File: src/rtl/img_pkg.sv
// Shared definitions for the 3x3 binary dilation pipeline.
//   COL_DFLT / ROW_DFLT : default frame geometry
//   CNT_W               : width of the linear position counters
//   PIX_FG / PIX_BG     : output pixel codes
//   state_e             : controller state encoding
package img_pkg;

  localparam int COL_DFLT = 640;
  localparam int ROW_DFLT = 480;
  localparam int CNT_W    = 19;

  localparam logic [7:0] PIX_FG = 8'hFF;
  localparam logic [7:0] PIX_BG = 8'h00;

  typedef enum logic [1:0] {
    IDLE  = 2'd0,
    FILL  = 2'd1,
    RUN   = 2'd2,
    FLUSH = 2'd3
  } state_e;

endpackage

File: src/rtl/line_buffer_1b.sv
// DEPTH-deep 1-bit delay line built as a circular RAM. The same address is
// read and then overwritten on every enabled cycle, so q is the bit that
// was written DEPTH enables ago. Contents are not reset.
//   clk : clock          rst : async active-high reset (pointer only)
//   en  : advance        d   : bit in       q : bit delayed by DEPTH
module line_buffer_1b
  import img_pkg::*;
#(
  parameter int DEPTH = COL_DFLT
) (
  input  logic clk,
  input  logic rst,
  input  logic en,
  input  logic d,
  output logic q
);

  localparam int AW = (DEPTH > 1) ? $clog2(DEPTH) : 1;

  logic          mem_q [DEPTH];
  logic [AW-1:0] ptr_q;

  assign q = mem_q[ptr_q];

  always_ff @(posedge clk) begin
    if (en) mem_q[ptr_q] <= d;
  end

  always_ff @(posedge clk or posedge rst) begin
    if (rst) begin
      ptr_q <= '0;
    end else if (en) begin
      ptr_q <= (ptr_q == AW'(DEPTH - 1)) ? '0 : ptr_q + 1'b1;
    end
  end

endmodule

File: src/rtl/image_dilation_3x3.sv
// Streaming 3x3 binary dilation, one pixel per clock in raster order.
// Outputs lag accepted inputs by COL+1 positions; the tail of the frame is
// flushed with background as the virtual row below the image.
//   clk, rst          : clock, async active-high reset
//   data_in, in_valid : input pixel and qualifier, accepted with in_ready
//   in_ready          : pixel can be accepted this cycle
//   data_out, w_en    : dilated pixel (FF/00) and its one-cycle strobe
//   frame_done        : pulses with the last output pixel of a frame
//
// state | meaning
// IDLE  | waiting for the first pixel of a frame
// FILL  | priming line buffers, first COL+1 pixels, no output
// RUN   | each accepted pixel yields one output next cycle
// FLUSH | input closed, emit remaining COL+1 outputs
module image_dilation_3x3
  import img_pkg::*;
#(
  parameter int COL    = COL_DFLT,
  parameter int ROW    = ROW_DFLT,
  parameter int THRESH = 128
) (
  input  logic       clk,
  input  logic       rst,
  input  logic [7:0] data_in,
  input  logic       in_valid,
  output logic       in_ready,
  output logic [7:0] data_out,
  output logic       w_en,
  output logic       frame_done
);

  localparam logic [CNT_W-1:0] LAST_PIX = CNT_W'(ROW * COL - 1);
  localparam logic [CNT_W-1:0] COL_LAST = CNT_W'(COL - 1);
  localparam logic [CNT_W-1:0] ROW_LAST = CNT_W'(ROW - 1);

  state_e           state_q;
  logic [CNT_W-1:0] in_cnt_q, out_cnt_q, out_col_q, out_row_q;
  logic             in_ready_q, w_en_q, frame_done_q;
  logic [7:0]       data_out_q;
  // Window columns c-1 and c; bit0 = row r-1, bit1 = row r, bit2 = row r+1.
  logic [2:0]       win_l_q, win_m_q;

  logic       accept, step, emit, last_out, fg_in, lb0_rd, lb1_rd, dil_d;
  logic [2:0] col_new, row_mask, win_d;

  assign accept   = in_valid && in_ready_q && (state_q != FLUSH);
  assign step     = accept || (state_q == FLUSH);
  assign emit     = (accept && (state_q == RUN)) || (state_q == FLUSH);
  assign last_out = (out_cnt_q == LAST_PIX);
  assign fg_in    = (state_q != FLUSH) && (data_in >= 8'(THRESH));

  line_buffer_1b #(.DEPTH(COL)) u_lb0 (
    .clk(clk), .rst(rst), .en(step), .d(fg_in), .q(lb0_rd)
  );
  line_buffer_1b #(.DEPTH(COL)) u_lb1 (
    .clk(clk), .rst(rst), .en(step), .d(lb0_rd), .q(lb1_rd)
  );

  // Newest column sits at col c+1 of the window. At col COL-1 it actually
  // holds column 0 of later rows, so it must be masked, as must the left
  // column at col 0. Top/bottom rows are masked at the frame edges, which
  // also hides stale line-buffer content from a previous frame.
  assign col_new  = {fg_in, lb0_rd, lb1_rd};
  assign row_mask = {out_row_q != ROW_LAST, 1'b1, out_row_q != '0};
  assign win_d    = ((win_l_q & {3{out_col_q != '0}})
                   | win_m_q
                   | (col_new & {3{out_col_q != COL_LAST}})) & row_mask;
  assign dil_d    = |win_d;

  assign in_ready   = in_ready_q;
  assign data_out   = data_out_q;
  assign w_en       = w_en_q;
  assign frame_done = frame_done_q;

  always_ff @(posedge clk or posedge rst) begin
    if (rst) begin
      state_q      <= IDLE;
      in_cnt_q     <= '0;
      out_cnt_q    <= '0;
      out_col_q    <= '0;
      out_row_q    <= '0;
      in_ready_q   <= 1'b0;
      w_en_q       <= 1'b0;
      frame_done_q <= 1'b0;
      data_out_q   <= PIX_BG;
      win_l_q      <= '0;
      win_m_q      <= '0;
    end else begin
      w_en_q       <= emit;
      frame_done_q <= emit && last_out;

      if (emit) begin
        data_out_q <= dil_d ? PIX_FG : PIX_BG;
        if (last_out) begin
          out_cnt_q <= '0;
          out_col_q <= '0;
          out_row_q <= '0;
        end else begin
          out_cnt_q <= out_cnt_q + 1'b1;
          if (out_col_q == COL_LAST) begin
            out_col_q <= '0;
            out_row_q <= out_row_q + 1'b1;
          end else begin
            out_col_q <= out_col_q + 1'b1;
          end
        end
      end

      if (step) begin
        win_m_q <= col_new;
        win_l_q <= win_m_q;
      end

      case (state_q)
        // in_ready rises one cycle after entering IDLE, so nothing is taken
        // in the frame_done cycle.
        IDLE: begin
          in_ready_q <= 1'b1;
          if (accept) begin
            in_cnt_q <= CNT_W'(1);
            state_q  <= FILL;
          end
        end
        FILL: begin
          if (accept) begin
            in_cnt_q <= in_cnt_q + 1'b1;
            if (in_cnt_q == CNT_W'(COL)) state_q <= RUN;
          end
        end
        RUN: begin
          if (accept) begin
            if (in_cnt_q == LAST_PIX) begin
              in_cnt_q   <= '0;
              in_ready_q <= 1'b0;
              state_q    <= FLUSH;
            end else begin
              in_cnt_q <= in_cnt_q + 1'b1;
            end
          end
        end
        FLUSH: begin
          if (last_out) state_q <= IDLE;
        end
        default: state_q <= IDLE;
      endcase
    end
  end

endmodule

File: config.mk
export PLATFORM = sky130hd
export DESIGN_NAME = image_dilation_3x3
export DESIGN_NICKNAME = d
export VERILOG_FILES = /design/src/rtl/img_pkg.sv /design/src/rtl/line_buffer_1b.sv /design/src/rtl/image_dilation_3x3.sv
export SDC_FILE = /design/constraint.sdc
export NUM_CORES = 2
export LEC_CHECK = 0
export CORE_MARGIN = 10
export CORE_UTILIZATION = 38
export CTS_CLUSTER_DIAMETER = 60
export DETAILED_ROUTE_END_ITERATION = 6
export HOLD_SLACK_MARGIN = 0.06
export SLEW_MARGIN = 20
export SYNTH_ARGS = -nofsm -noshare
export SYNTH_HDL_FRONTEND = slang
export SYNTH_SLANG_ARGS = --single-unit
File: constraint.sdc
create_clock -name clk -period 48.8 [get_ports clk]
set_clock_uncertainty 0.2 [all_clocks]
set_input_delay 9.76 -clock clk [delete_from_list [all_inputs] [get_ports clk]]
set_output_delay 9.76 -clock clk [all_outputs]
set_load 0.01 [all_outputs]
Yosys cells after proc, flatten, opt, wreduce, memory -nomap -nowiden
Memories as Yosys holds them, arrays and structs flattened.
Cells that the tools add are included.
{"block": "op_classes", "reduce_logical": 18, "n_lt_le_gt_ge": 1, "div_mod_pow": 0, "addsub": 6, "mux": 25, "bitwise_logic": 5, "shift": 0, "eq_ne": 18, "multipliers": 0}
{"op": "two-way mux 19 bit", "n": 9}
{"op": "adder 19 x 1 -> 19 bit (second input constant)", "n": 4}
{"op": "one-hot mux 19 bit (3 select lines)", "n": 1}
{"op": "== test 19 x 10 -> 1 bit (second input constant)", "n": 2}
{"op": "== test 19 bit (second input constant)", "n": 2}
{"op": "nonzero test 19 bit", "n": 2}
{"op": "adder 10 x 1 -> 10 bit (second input constant)", "n": 2}
{"op": "== test 10 bit (second input constant)", "n": 2}
{"op": "two-way mux 10 bit", "n": 2}
{"op": "!= test 19 x 10 -> 1 bit (second input constant)", "n": 1}
{"op": "!= test 19 x 9 -> 1 bit (second input constant)", "n": 1}
{"op": "two-way mux 2 bit", "n": 6}
{"op": "!= test 2 bit (second input constant)", "n": 6}
{"op": "AND 3 bit", "n": 3}
{"op": ">= comparator 8 bit (second input constant)", "n": 1}
{"op": "two-way mux 8 bit", "n": 1}
{"op": "one-hot mux 2 bit (4 select lines)", "n": 1}
{"op": "OR 3 bit", "n": 2}
{"op": "AND reduction 6 bit", "n": 1}
{"op": "logical AND 1 bit", "n": 5}
{"op": "== test 2 bit (second input constant)", "n": 2}
{"op": "two-way mux 1 bit", "n": 4}
{"op": "AND reduction 4 bit", "n": 1}
{"op": "nonzero test 2 bit", "n": 2}
{"op": "9 further kinds", "n": 10}
{"block": "totals", "n_memories": 2, "latch_bits": 0, "rom_bits": 0, "mem_bits_rw": 1280, "register_bits": 115, "elab_cells": 88, "inputBits": 11, "out_inout_bits": 11}
{"memory": "u_lb0.mem_q", "depth": 640, "word_bits": 1, "read_ports": 1, "rd_ports_with_merged_regs": 0, "wr": 1, "line": "line_buffer_1b.sv:20", "source": "logic mem_q [DEPTH];"}
{"memory": "u_lb1.mem_q", "depth": 640, "word_bits": 1, "read_ports": 1, "rd_ports_with_merged_regs": 0, "wr": 1, "line": "line_buffer_1b.sv:20"}

Longest topological paths before layout
{"block": "depth", "word_depth": 7, "mapped_depth": 13, "depth_no_buf": 10}

By module
Synthesis repeated with hierarchy kept, for this count alone.
{"block": "unflattened", "cells_unflattened": 4821, "hier_area_um2": 61604.1}
{"module": "line_buffer_1b (u_lb0)", "cells_each": 2143, "seq_area_each_um2": 19468.7, "area_per_inst_um2": 28328.4, "n_inst": 1}
{"module": "line_buffer_1b (u_lb1)", "cells_each": 2143, "seq_area_each_um2": 19468.7, "area_per_inst_um2": 28327.2, "n_inst": 1}
{"module": "image_dilation_3x3", "cells_each": 535, "seq_area_each_um2": 2202.1, "area_per_inst_um2": 4948.5, "n_inst": 1}

Worst setup path after synthesis
No wires, ideal clock.
{"block": "synth_path", "kind": "input to register", "startpoint": "in data_in[7]", "endpoint": "mem u_lb0.mem_q[0] (data pin)", "required_time_ns": 45.272, "path_stages": 1, "path_buffers": 0, "setup_slack_ns": 20.240, "setup_ns": 3.328, "arrival_ns": 25.033, "cell_sequence": "nor2b_1"}
{"block": "synth_between", "elab_chain_cells": 2}
{"element": "start: declaration", "line": "image_dilation_3x3.sv:24", "source": "input logic [7:0] data_in,"}
{"element": ">= comparator 8 bit", "line": "image_dilation_3x3.sv:50", "source": "assign fg_in = (state_q != FLUSH) && (data_in >= 8'(THRESH));"}
{"element": "logical AND 1 bit", "line": "image_dilation_3x3.sv:50"}
{"element": "end: declaration", "line": "line_buffer_1b.sv:20"}
No other way between the ends.

Worst setup path after layout
{"block": "layout_path", "startpoint": "in data_in[7]", "endpoint": "mem u_lb0.mem_q[157] (data pin)"}
{"block": "layout_between", "elab_chain_cells": 2}
{"element": ">= comparator 8 bit", "line": "image_dilation_3x3.sv:50"}
{"element": "logical AND 1 bit", "line": "image_dilation_3x3.sv:50"}
{"element": "named net fg_in", "line": "image_dilation_3x3.sv:43", "source": "logic accept, step, emit, last_out, fg_in, lb0_rd, lb1_rd, dil_d;"}
The timed path passes the listed nets, and every way through them passes these cells.

==> impl_results.md <==
- Slew headroom: 0.09272
- Seq cells post-synth: around 1400
- Num ports: 22
- Gr ovfl total: 0
- Syn-to-layout area delta: 11.55%
- Finish-stage setup viols: 0
- FMAX: 80.40 MHz
- Synth Cell Area: 0.06106 sq mm
- Synth warn: 0
- Hold_ws: approximately 0.28 ns
- Number of diodes: 0
- Std-Cell Rows: between 100 and 150
- RD Place Congestion: 0.8172
- Synth async-reset ratio: 0.07781
- Hold Path Depth: 2
- Hold Crit Class: reg -> reg
- FF-to-FF Start: u_lb0.ptr_q[1]$_DFFE_PP0P_
- Final worst setup slack: 36.36 ns
- DR DRC count: 0
- Post-CTS sizing: 0
- Gr usage total: 0.1861
- Ys flop type: edfxtp_1
- Setup Crit Path Kind: in -> reg
- Final instance area: around 0.068 sq mm
- Avg Cell Area, Syn: around 13 sq um
- # fillers: between 10000 and 15000
- Dpl hpwl: approximately 93000 um
- Most common cell in the synthesized netlist: nor2_1
- Static Leak: 21.47 nW
- IO buf count: 14
- CTS tree: built
- Critical path fanouts, max: 260
- Final min period: 12.44 ns
- R2R cell count: 12
- VDD IR max: 0.1314 mV
- Register-to-register setup slack: 40.94 ns
- RSZ-0062 raised after global routing: no
- Netlist cell types: 76
- Die X: 420.9 um
- H-tree depth: 4
- Endpoint class of the critical path: register
- Seq/Total Area, Yosys: 0.6738
- Core box area: about 0.16 sq mm
- FF-to-FF End: u_lb1.mem_q[14]$_DFFE_PP_
- Number of global-route vias before repair: 37450
- CTS clk-pin slew, worst paths: 0.05 ns
- Endpoint, Worst Hold: win_l_q[2]$_DFFE_PP0P_
- Setup_tns: 0 ns
- Synth top area cells: edfxtp_1 (63%), nor2_1 (8.6%), mux2i_1 (7.2%)
- Average wire per standard cell: 24.43 um
- Pre-CTS WS: 35.26 ns
- Final nets: 4656
- Final WL: 168700 um
- Skew-Pair Late Insertion Delay: 0.80 ns
- Post-synth EDFFs: between 1000 and 1500
- CTS Sinks: 1388
- Critical path data required time: 49.02 ns
- First-pass GRT wire length: 246600 um
- Cell Area, Placed: 0.06324 sq mm
- Cell taking the most area after synthesis: edfxtp_1
- DRT Pass-1 Iters: 5
- Power per Cell Area: 53.20 mW/mm^2
- Syn_nets: 4769
- Fraction of layout cells with a size suffix above 1: 0.1058
- Largest net degree at the start of global routing: 282
- Worst Setup Start Kind: input port
- Hold wc startpoint: win_l_q[2]$_DFFE_PP0P_
- Die area: roughly 0.18 sq mm
- Final-report hold violation count: 0
- Initial antenna violation count: 1
- Post-CTS Setup Inserts: 0
- CTS Buf Count: 151
- Status: completed
- Mapped Cells: 4738
- Max-Cap Viols: 0
- Longest Clk Path Bufs: 3
- Height of the die: ~420 um
- Worst slew pin tran: 1.361 ns
- Root buf cell: clkbuf_16
- Slew Viols, Final: 0
- Iteration-0 DRC Markers: 4482
- Antenna Nets Post-Route: 0
- Initial core utilization: 0.3811
- Share of the synthesized area in the top cell type: 0.6295
- CTS Hold Buffers Added: 0
- Vias per cell: 5.605
- Worst path arrival time: 12.65 ns
- Top cells by count, synth: nor2_1 (1407), edfxtp_1 (1280), mux2i_1 (437), clkbuf_1 (265), nand2_1 (220)
- DR vias: 38710
- Fin crit share: 0.2549
[cell families (layout without fill, tap and decap cells)]
family,Yosys count,count (layout),synth area share
compound gates,363,363,0.03834
xor+xnor,54,54,0.007746
fa+ha+maj,20,20,0.004098
buf+inv,407,414,0.02852
flops,1388,1388,0.6738
mux,551,551,0.1129
simple gates,1955,1955,0.1346
[state kept, by name, indices dropped and copies added, names as in the netlist]
register / count
u_lb0.mem_q: 640
u_lb0.ptr_q: 10
out_col_q: 19
u_lb1.mem_q: 640
win_l_q: 3
w_en: 1
frame_done: 1
out_cnt_q: 19
u_lb1.ptr_q: 10
state_q: 2
win_m_q: 3
in_cnt_q: 19
out_row_q: 19
data_out: 1
in_ready: 1
[layer usage]
layer	wire length (um)	up-vias	GRT usage
met3	12610	337	0.03189
li1	-	16990	-
met2	80520	1527	0.3059
met1	69270	19850	0.2482
met4	6253	0	0.06625
met5	0	-	0
[through the flow]
step / std cells / total power, mW / utilization
after global placement: 6632 / 2.503 / 0.3947
final: 6905 / 3.624 / 0.4252
after detailed placement: 6632 / 2.519 / 0.3947
after floorplan: 4738 / 2.227 / -
after CTS: 6905 / 3.629 / 0.4248
after global routing: 6905 / 3.737 / 0.4252
[area by class of cell]
cell class              count  area (sq um)  share of cell area
clock inverters            84         837.1             0.01229
inverters                  26         100.1            0.001470
multi-input cells        2943         18360              0.2695
well taps                2160          2703             0.03968
repair buffers            115         980.9             0.01440
clock buffers             189          3983             0.05847
flip-flops and latches   1388         41150              0.6042
[critical path: stages]
cell             delay [ns]
clkdlybuf4s50_1        0.54
nor2b_4                0.17
buf_6                  0.56
buf_12                 0.59
buf_12                 0.64
[power breakdown]
part | internal [mW] | switching (mW) | total, mW | leakage [nW]
clock | 0.629 | 0.486 | 1.11 | 2.35
combinational | 0.244 | 0.649 | 0.893 | 6.19
sequential | 1.58 | 0.0344 | 1.62 | 12.9
[worst max path at each step]
stage | from | end | slack, ns | cells past startpoint
final | data_in[7] | u_lb0.mem_q[157]$_DFFE_PP_ | 36.36 | 5
after global routing | data_in[7] | u_lb0.mem_q[130]$_DFFE_PP_ | 36.10 | 5
after CTS | data_in[7] | u_lb0.mem_q[187]$_DFFE_PP_ | 36.07 | 5
after detailed placement | data_in[7] | u_lb0.mem_q[128]$_DFFE_PP_ | 35.26 | 5
after global placement | data_in[7] | u_lb0.mem_q[128]$_DFFE_PP_ | 35.38 | 5
after floorplan | data_in[7] | u_lb0.mem_q[0]$_DFFE_PP_ | 20.24 | 1
[cell usage in the layout (no fill, tap or decap), types with 23 or more instances in the layout]
master        n
nor2_1     1405
edfxtp_1   1280
mux2i_1     437
o22ai_1     187
nand2_1     177
clkbuf_16   152
mux4_2      107
dfrtp_1     104
buf_4        93
nand3_1      66
o21ai_0      54
nor4_1       53
nand2_2      43
nand4_1      34
nor3_1       33
and3_1       33
clkbuf_1     33
xor2_1       31
clkinv_1     31
clkinv_2     27
a21oi_1      25
xnor2_1      23
Power figures use the tool's default switching activity.
